==> src/rtl/serial_addsub_pkg.sv <==
// Shared definitions for the nibble-serial add/subtract engine.
//   state_t : controller state encoding (IDLE, CALC, DONE)
//   NIB_W   : width of one arithmetic slice in bits
package serial_addsub_pkg;

    localparam int NIB_W = 4;

    typedef enum logic [1:0] {
        ST_IDLE = 2'd0,
        ST_CALC = 2'd1,
        ST_DONE = 2'd2
    } state_t;

endpackage

==> src/rtl/serial_addsub_nibble_addsub.sv <==
// nibble_addsub: combinational 4-bit ripple adder slice.
//   a, b  : slice operands
//   inv   : invert b before adding (subtract when paired with cin = 1)
//   cin   : carry into bit 0, independent of inv so slices can be chained
//   s     : slice sum
//   cout  : carry out of bit 3
//   c3    : carry into bit 3, used for signed-overflow detection
module nibble_addsub
    import serial_addsub_pkg::*;
(
    input  logic [NIB_W-1:0] a,
    input  logic [NIB_W-1:0] b,
    input  logic             inv,
    input  logic             cin,
    output logic [NIB_W-1:0] s,
    output logic             cout,
    output logic             c3
);

    logic [NIB_W:0]   carry;
    logic [NIB_W-1:0] b_eff;

    assign carry[0] = cin;

    for (genvar gi = 0; gi < NIB_W; gi++) begin : g_bit
        assign b_eff[gi]    = b[gi] ^ inv;
        assign s[gi]        = a[gi] ^ b_eff[gi] ^ carry[gi];
        assign carry[gi+1]  = (a[gi] & b_eff[gi]) | (carry[gi] & (a[gi] ^ b_eff[gi]));
    end

    assign cout = carry[NIB_W];
    assign c3   = carry[NIB_W-1];

endmodule

==> src/rtl/serial_addsub.sv <==
// serial_addsub: multi-cycle two's-complement add/subtract, one 4-bit slice
// per clock, LSB first, through a single reused nibble_addsub slice.
//   clk, rst_n           : clock, asynchronous active-low reset
//   in_valid / in_ready  : operand handshake (a, b, sub sampled on accept)
//   a, b                 : WIDTH-bit operands
//   sub                  : 0 = A+B, 1 = A-B
//   out_valid / out_ready: result handshake
//   result               : WIDTH-bit sum or difference
//   cout                 : carry out of MSB (subtract: 1 = no borrow)
//   ov                   : signed overflow
//   zero                 : result == 0
module serial_addsub
    import serial_addsub_pkg::*;
#(
    parameter int WIDTH = 16
) (
    input  logic             clk,
    input  logic             rst_n,
    input  logic             in_valid,
    output logic             in_ready,
    input  logic [WIDTH-1:0] a,
    input  logic [WIDTH-1:0] b,
    input  logic             sub,
    output logic             out_valid,
    input  logic             out_ready,
    output logic [WIDTH-1:0] result,
    output logic             cout,
    output logic             ov,
    output logic             zero
);

    localparam int NIB   = WIDTH / NIB_W;
    localparam int IDX_W = $clog2(NIB);

    state_t            state_reg;
    logic [WIDTH-1:0]  a_reg;
    logic [WIDTH-1:0]  b_reg;
    logic              sub_reg;
    logic              carry_reg;
    logic [IDX_W-1:0]  idx_reg;
    logic [WIDTH-1:0]  result_reg;
    logic              cout_reg;
    logic              ov_reg;
    logic              zero_reg;
    logic              out_valid_reg;

    logic [NIB_W-1:0]  a_nib [NIB];
    logic [NIB_W-1:0]  b_nib [NIB];
    logic [NIB_W-1:0]  slice_a;
    logic [NIB_W-1:0]  slice_b;
    logic [NIB_W-1:0]  slice_s;
    logic              slice_cout;
    logic              slice_c3;
    logic [WIDTH-1:0]  result_next;

    // Split latched operands into slices; the mux then picks slice idx.
    // result_next is the result register with only slice idx replaced,
    // so the zero flag can be taken from the complete final value.
    for (genvar gi = 0; gi < NIB; gi++) begin : g_nib
        assign a_nib[gi] = a_reg[gi*NIB_W +: NIB_W];
        assign b_nib[gi] = b_reg[gi*NIB_W +: NIB_W];
        assign result_next[gi*NIB_W +: NIB_W] =
            (idx_reg == IDX_W'(gi)) ? slice_s : result_reg[gi*NIB_W +: NIB_W];
    end

    assign slice_a = a_nib[idx_reg];
    assign slice_b = b_nib[idx_reg];

    nibble_addsub u_slice (
        .a    (slice_a),
        .b    (slice_b),
        .inv  (sub_reg),
        .cin  (carry_reg),
        .s    (slice_s),
        .cout (slice_cout),
        .c3   (slice_c3)
    );

    always_ff @(posedge clk or negedge rst_n) begin
        if (!rst_n) begin
            state_reg     <= ST_IDLE;
            a_reg         <= '0;
            b_reg         <= '0;
            sub_reg       <= 1'b0;
            carry_reg     <= 1'b0;
            idx_reg       <= '0;
            result_reg    <= '0;
            cout_reg      <= 1'b0;
            ov_reg        <= 1'b0;
            zero_reg      <= 1'b0;
            out_valid_reg <= 1'b0;
        end else begin
            case (state_reg)
                ST_IDLE: begin
                    if (in_valid) begin
                        a_reg     <= a;
                        b_reg     <= b;
                        sub_reg   <= sub;
                        // Subtract is A + ~B + 1: the +1 enters as the first carry.
                        carry_reg <= sub;
                        idx_reg   <= '0;
                        state_reg <= ST_CALC;
                    end
                end
                ST_CALC: begin
                    result_reg <= result_next;
                    carry_reg  <= slice_cout;
                    if (idx_reg == IDX_W'(NIB - 1)) begin
                        cout_reg  <= slice_cout;
                        ov_reg    <= slice_cout ^ slice_c3;
                        zero_reg  <= (result_next == '0);
                        state_reg <= ST_DONE;
                    end else begin
                        idx_reg <= idx_reg + IDX_W'(1);
                    end
                end
                ST_DONE: begin
                    // out_valid rises on the first DONE cycle, giving a fixed
                    // NIB+1 edge latency from acceptance; out_ready only
                    // matters once out_valid is visible.
                    if (!out_valid_reg) begin
                        out_valid_reg <= 1'b1;
                    end else if (out_ready) begin
                        out_valid_reg <= 1'b0;
                        state_reg     <= ST_IDLE;
                    end
                end
                default: begin
                    state_reg <= ST_IDLE;
                end
            endcase
        end
    end

    assign in_ready  = (state_reg == ST_IDLE);
    assign out_valid = out_valid_reg;
    assign result    = result_reg;
    assign cout      = cout_reg;
    assign ov        = ov_reg;
    assign zero      = zero_reg;

endmodule

==> config.mk <==
export PLATFORM = sky130hd
export DESIGN_NAME = serial_addsub
export DESIGN_NICKNAME = d
export VERILOG_FILES = /design/src/rtl/serial_addsub_pkg.sv /design/src/rtl/serial_addsub_nibble_addsub.sv /design/src/rtl/serial_addsub.sv
export SDC_FILE = /design/constraint.sdc
export NUM_CORES = 1
export LEC_CHECK = 0
export CAP_MARGIN = 20
export CORE_MARGIN = 4
export CORE_UTILIZATION = 51
export CTS_CLUSTER_DIAMETER = 50
export DETAILED_ROUTE_END_ITERATION = 12
export GPL_ROUTABILITY_DRIVEN = 0
export PLACE_DENSITY_LB_ADDON = 0.12
export SLEW_MARGIN = 30
export SYNTH_ARGS = -nofsm -noshare
export SYNTH_HDL_FRONTEND = slang
export SYNTH_SLANG_ARGS = --single-unit
==> constraint.sdc <==
create_clock -name clk -period 4.5 [get_ports clk]
set_input_delay 0.9 -clock clk [delete_from_list [all_inputs] [get_ports clk]]
set_output_delay 0.9 -clock clk [all_outputs]
set_load 0.05 [all_outputs]
# Word-level counts from Yosys, hierarchy flattened
# Index checks and enable logic that the tools add are counted.
[op_classes] n_lt_le_gt_ge=1 n_eq_ne=10 add_sub_neg=1 bitwise=26 mux=22 reduce_logical=9
[op_table] op="4-bit 2-to-1 mux" count=8
[op_table] op="4-bit binary-select mux with 2-bit select" count=2
[op_table] op="16-bit zero test" count=1
[op_table] op="1-bit XOR" count=13
[op_table] op="2-bit 2-to-1 mux" count=6
[op_table] op="2-bit inequality test (second input constant)" count=5
[op_table] op="1-bit bitwise AND" count=8
[op_table] op="2-bit == test (second input constant)" count=3
[op_table] op="2-bit one-hot mux with 3 select lines" count=1
[op_table] op="2-bit AND reduction" count=3
[op_table] op="2-bit by 1-bit == test with 1-bit output (second input constant)" count=2
[op_table] op="2-bit zero test" count=2
[op_table] op="1-bit bitwise OR" count=4
[op_table] op="2-bit one-hot mux with 2 select lines" count=1
[op_table] op="4-bit AND reduction" count=1
[op_table] op="3-bit >= comparator (second input constant)" count=1
[op_table] op="1-bit 2-to-1 mux" count=3
[op_table] op="2-bit inverter with 3-bit output" count=1
[op_table] op="3-bit AND reduction" count=1
[op_table] op="2-bit by 1-bit adder with 2-bit output (second input constant)" count=1
[op_table] op="1-bit one-hot mux with 2 select lines" count=1
[op_table] op="2-bit nonzero test" count=1
[word_totals] inputBits=37 out_inout_bits=21 wordCells=80 regBits=58

# Depth between registers and ports, before layout
[depth] ltp_word=15 mapped_depth=12

# By module
# Synthesis repeated with hierarchy kept, for this count alone.
[unflattened] cells_unflattened=188 area_unflattened_um2=2854.0
[by_module_without_submodules] module="serial_addsub" area_each_um2=2708.8 cells_each=172 seq_area_each_um2=1451.4 instances=1
[by_module_without_submodules] module="nibble_addsub" area_each_um2=145.1 cells_each=16 seq_area_each_um2=0.0 instances=1

# Least setup slack after synthesis
# No wires, ideal clock.
[synth_timing] path_type="flip-flop to flip-flop" start="reg idx_reg[0]" end="reg zero_reg, in the netlist zero" t_arrival_ps=3619 path_slack_ps=816 synth_period_minus_slack_ps=3684 setup_time_ps=65 path_buffers=1 stages_incl_launch_ff=13 cell_sequence="dfrtp_1 -> buf_6 -> mux4_2 -> xnor2_1 -> fa_1 -> fa_1 -> fa_1 -> inv_1 -> fa_1 -> and4b_1 -> o221ai_1 -> nor4b_2 -> a21o_1"
[synth_via] elab_chain_len=15 word_cells_on_any_way=38 classes_between="eq/ne (3); mux (10); bitwise (22); reduce/logical (3)"
[synth_rtl] item="start, declared" line_no="serial_addsub.sv:40" text="logic [IDX_W-1:0] idx_reg;"
[synth_rtl] item="start signal, assigned" line_no="serial_addsub.sv:114" text="idx_reg <= idx_reg + IDX_W'(1);"
[synth_rtl] item="2-bit inverter with 3-bit output (not written as such)" line_no="serial_addsub.sv:66, serial_addsub.sv:67"
[synth_rtl] item="4-bit binary-select mux with 2-bit select" line_no="serial_addsub.sv:67" text="assign slice_b = b_nib[idx_reg];"
[synth_rtl] item="4-bit 2-to-1 mux (not written as such) (2 in a row)" line_no="serial_addsub.sv:67"
[synth_rtl] item="1-bit XOR" line_no="serial_addsub_nibble_addsub.sv:26" text="assign b_eff[gi] = b[gi] ^ inv;"
[synth_rtl] item="1-bit XOR" line_no="serial_addsub_nibble_addsub.sv:27, serial_addsub_nibble_addsub.sv:28"
[synth_rtl] item="1-bit bitwise AND" line_no="serial_addsub_nibble_addsub.sv:28" text="assign carry[gi+1] = (a[gi] & b_eff[gi]) | (carry[gi] & (a[gi] ^ b_eff[gi]));"
[synth_rtl] item="1-bit bitwise OR" line_no="serial_addsub_nibble_addsub.sv:28"
[synth_rtl] item="1-bit bitwise AND" line_no="serial_addsub_nibble_addsub.sv:28"
[synth_rtl] item="1-bit bitwise OR" line_no="serial_addsub_nibble_addsub.sv:28"
[synth_rtl] item="1-bit bitwise AND" line_no="serial_addsub_nibble_addsub.sv:28"
[synth_rtl] item="1-bit bitwise OR" line_no="serial_addsub_nibble_addsub.sv:28"
[synth_rtl] item="1-bit XOR" line_no="serial_addsub_nibble_addsub.sv:27" text="assign s[gi] = a[gi] ^ b_eff[gi] ^ carry[gi];"
[synth_rtl] item="4-bit 2-to-1 mux" line_no="serial_addsub.sv:63" text="(idx_reg == IDX_W'(gi)) ? slice_s : result_reg[gi*NIB_W +: NIB_W];"
[synth_rtl] item="16-bit zero test" line_no="serial_addsub.sv:111" text="zero_reg <= (result_next == '0);"
[synth_rtl] item="end signal, assigned" line_no="serial_addsub.sv:111"
[synth_rtl] item="end, declared" line_no="serial_addsub.sv:44" text="logic zero_reg;"
# Parallel ways exist; a longest one is shown, timed or not. The select of a mux whose other input is x is not followed.
# A chain may end at the register's enable or synchronous reset.

# Final worst setup path
# Ends and elaborated chain as after synthesis.

==> key figures <==
Worst setup path
  • Critical path launch point type: register
  • Worst EP required: 4.78 ns
  • Crit Path Max Fanout: 6
  • RR Endpoint: zero
  • CP startpoint: idx_reg[0]
  • Worst setup path class: register to register
  • Setup crit end kind: register
  • Crit path arrival time: 3.83 ns
  • Reg2Reg Depth: 11
  • R2r setup slk: 0.94 ns
  • RR Startpoint: idx_reg[0]

Timing
  • Worst Skew: 0.00784 ns
  • Worst Tran Pin Value: 0.652 ns
  • Final period utilization: 0.791
  • Final Max Slew Viols: 0
  • Fmax: 0.281 GHz
  • Min Tclk post-route: 3.56 ns
  • Final Hold Fails: 0
  • Final setup margin: 0.942 ns
  • Slew headroom: 0.566
  • Setup_tns: 0 ns
  • Unrepaired setup endpoints after global routing: false
  • Setup violators final: 0

Hold path
  • Worst Hold Depth: 2
  • Hold path start: carry_reg
  • Worst Hold Class: register to register
  • Hold endpoint: carry_reg

Route
  • Post-Route WL: 5380 µm
  • DR vias: 1,715
  • First DRT Iteration DRCs: 66
  • Drt pass-1 iters: 4
  • Via/cell ratio: 5.15
  • Antenna Violating Nets Remaining: 0
  • # DRC: 0
  • Wire length per cell: 16.2 µm

CTS
  • Later-pin clock latency in the skew report: 0.34 ns
  • Post-CTS Hold Buffers: 0
  • Clock slew at reported path FFs: 0.06 ns
  • Total CTS buffers: 9
  • Root buffer cell: clkbuf_8
  • Postcts setup bufs: 0
  • H-tree depth: 3
  • Clock Sinks: 58
  • CTS tree: done
  • CTS max path bufs: 2
  • Resize count post-CTS: 0

Global routing
  • Vias in the first global route: 1,793
  • Tot GR Track Use: 0.182
  • Antenna violations before repair: 0
  • Largest net degree at the start of global routing: 34
  • Global route total overflow: 0
  • First-pass GRT wire length: 8900 µm

Synthesis
  • Synth Register Bits: 58
  • Sequential area share after synthesis: 0.513
  • Asr flop ratio synth: 1.00
  • Synth warn: 0
  • Post-Synth Simple-Gate Area: 0.0646
  • Post-synthesis mux area share: 0.255
  • Syn Inst Count: 196
  • Post-synthesis xor/xnor area fraction: 0.0155
  • Synth cell types: 36
  • Synth area leader: dfrtp_1
  • Post-synth EDFFs: 0
  • Commonest cells post-synth: dfrtp_1, mux2_4, nand2_1
  • Most frequent cell after synthesis: dfrtp_1
  • Syn Std Cell Area: 2830 µm²
  • Dominant register cell in the synthesized netlist: dfrtp_1
  • Yosys top cell area share: 0.513
  • Top cells by area in the synthesized netlist: dfrtp_1, mux2_4, mux4_2, mux2_2, fa_1
  • Synthesized area per cell: 14.4 µm²
  • Synth Area in Compound Gates: 0.0571
  • Post-Syn Nets: 241
  • Largest family of logic cells by synthesized area: multiplexers
  • Synth Area in Adders: 0.0460

Die
  • Ports: 58
  • Die ar.: 6800 µm²
  • Initial core utilization: 0.540
  • Core box area: 5240 µm²
  • Die W: 82.5 µm
  • Row count: 26
  • Die Height: 82.5 µm

Layout
  • Final nets: 303
  • Reg area: 1450 µm²
  • Area Overhead vs Synth: 26.5%
  • N_diodes: 0
  • Share of cells above drive strength 1: 0.259
  • Multi-input logic area: 1240 µm²
  • Filler instances: 403
  • Cell area after layout: 3580 µm²

Outcome
  • Status: complete, no violations

Placement
  • HPWL Detailed: 3870 µm
  • Place WS: 0.928 ns
  • Number of I/O port buffers: 57
  • Placed instance area: 3400 µm²

Flow run
  • Max Cap Violations: 0
## cells by family (layout without fill, tap and decap cells)
group           count (synthesis)  in the layout
mux                            46             46
flops                          58             58
compound gates                 27             27
fa+ha+maj                       8              8
simple gates                   35             35
xor+xnor                        5              5
buf+inv                        17             84
## layout make-up
class | count | share of cell area
clock inverter | 2 | 0.00280
inverter | 8 | 0.00839
timing repair buffer | 60 | 0.164
clock buffer | 14 | 0.0483
tap | 70 | 0.0245
sequential | 58 | 0.406
multi-input combinational | 121 | 0.346
## per-layer routing
metal  vias to the layer above  track usage  wire length, µm
met4                         0       0.0548               76
met5                         -            0                0
met3                         6       0.0813              313
met2                        41        0.276             2530
li1                        819            -                -
met1                       849        0.235             2460
## placed cells by master, fill, tap and decap left out, drive strengths merged, types with 3 or more instances in the layout
master,count
inv,8
ha,4
o21ai,18
clkdlybuf4s50,56
nand2,21
buf,4
dfrtp,58
mux4,8
mux2,38
fa,4
clkbuf,14
xnor2,3
## critical path: stages, from the launching register on
cell      delay, ns
dfrtp_1        0.36
mux4_2         0.51
xnor2_1        0.15
fa_1           0.39
fa_1           0.39
fa_1           0.40
inv_1          0.08
fa_1           0.49
and4b_1        0.27
o221ai_1       0.12
nor4b_2        0.23
a21o_1         0.11
## metrics by stage
stage,hold slack [ns],util,cells
2_1_floorplan,0.450,-,196
3_5_place_dp,0.480,0.648,317
4_1_cts,0.493,0.683,333
3_3_place_gp,0.476,0.648,317
6_report,0.488,0.683,333
5_1_grt,0.520,0.683,333
## worst max-delay path by stage
stage | end | slack [ns] | cells after the start
finish | zero | 0.94 | 11
global route | zero | 0.73 | 11
CTS | zero | 0.92 | 11
detailed placement | zero | 0.93 | 11
global placement | zero | 0.97 | 11
floorplan | zero | 0.82 | 12
Power is not shown: default switching activity piles up to over one toggle a cycle in this logic, so the estimate is an artifact.
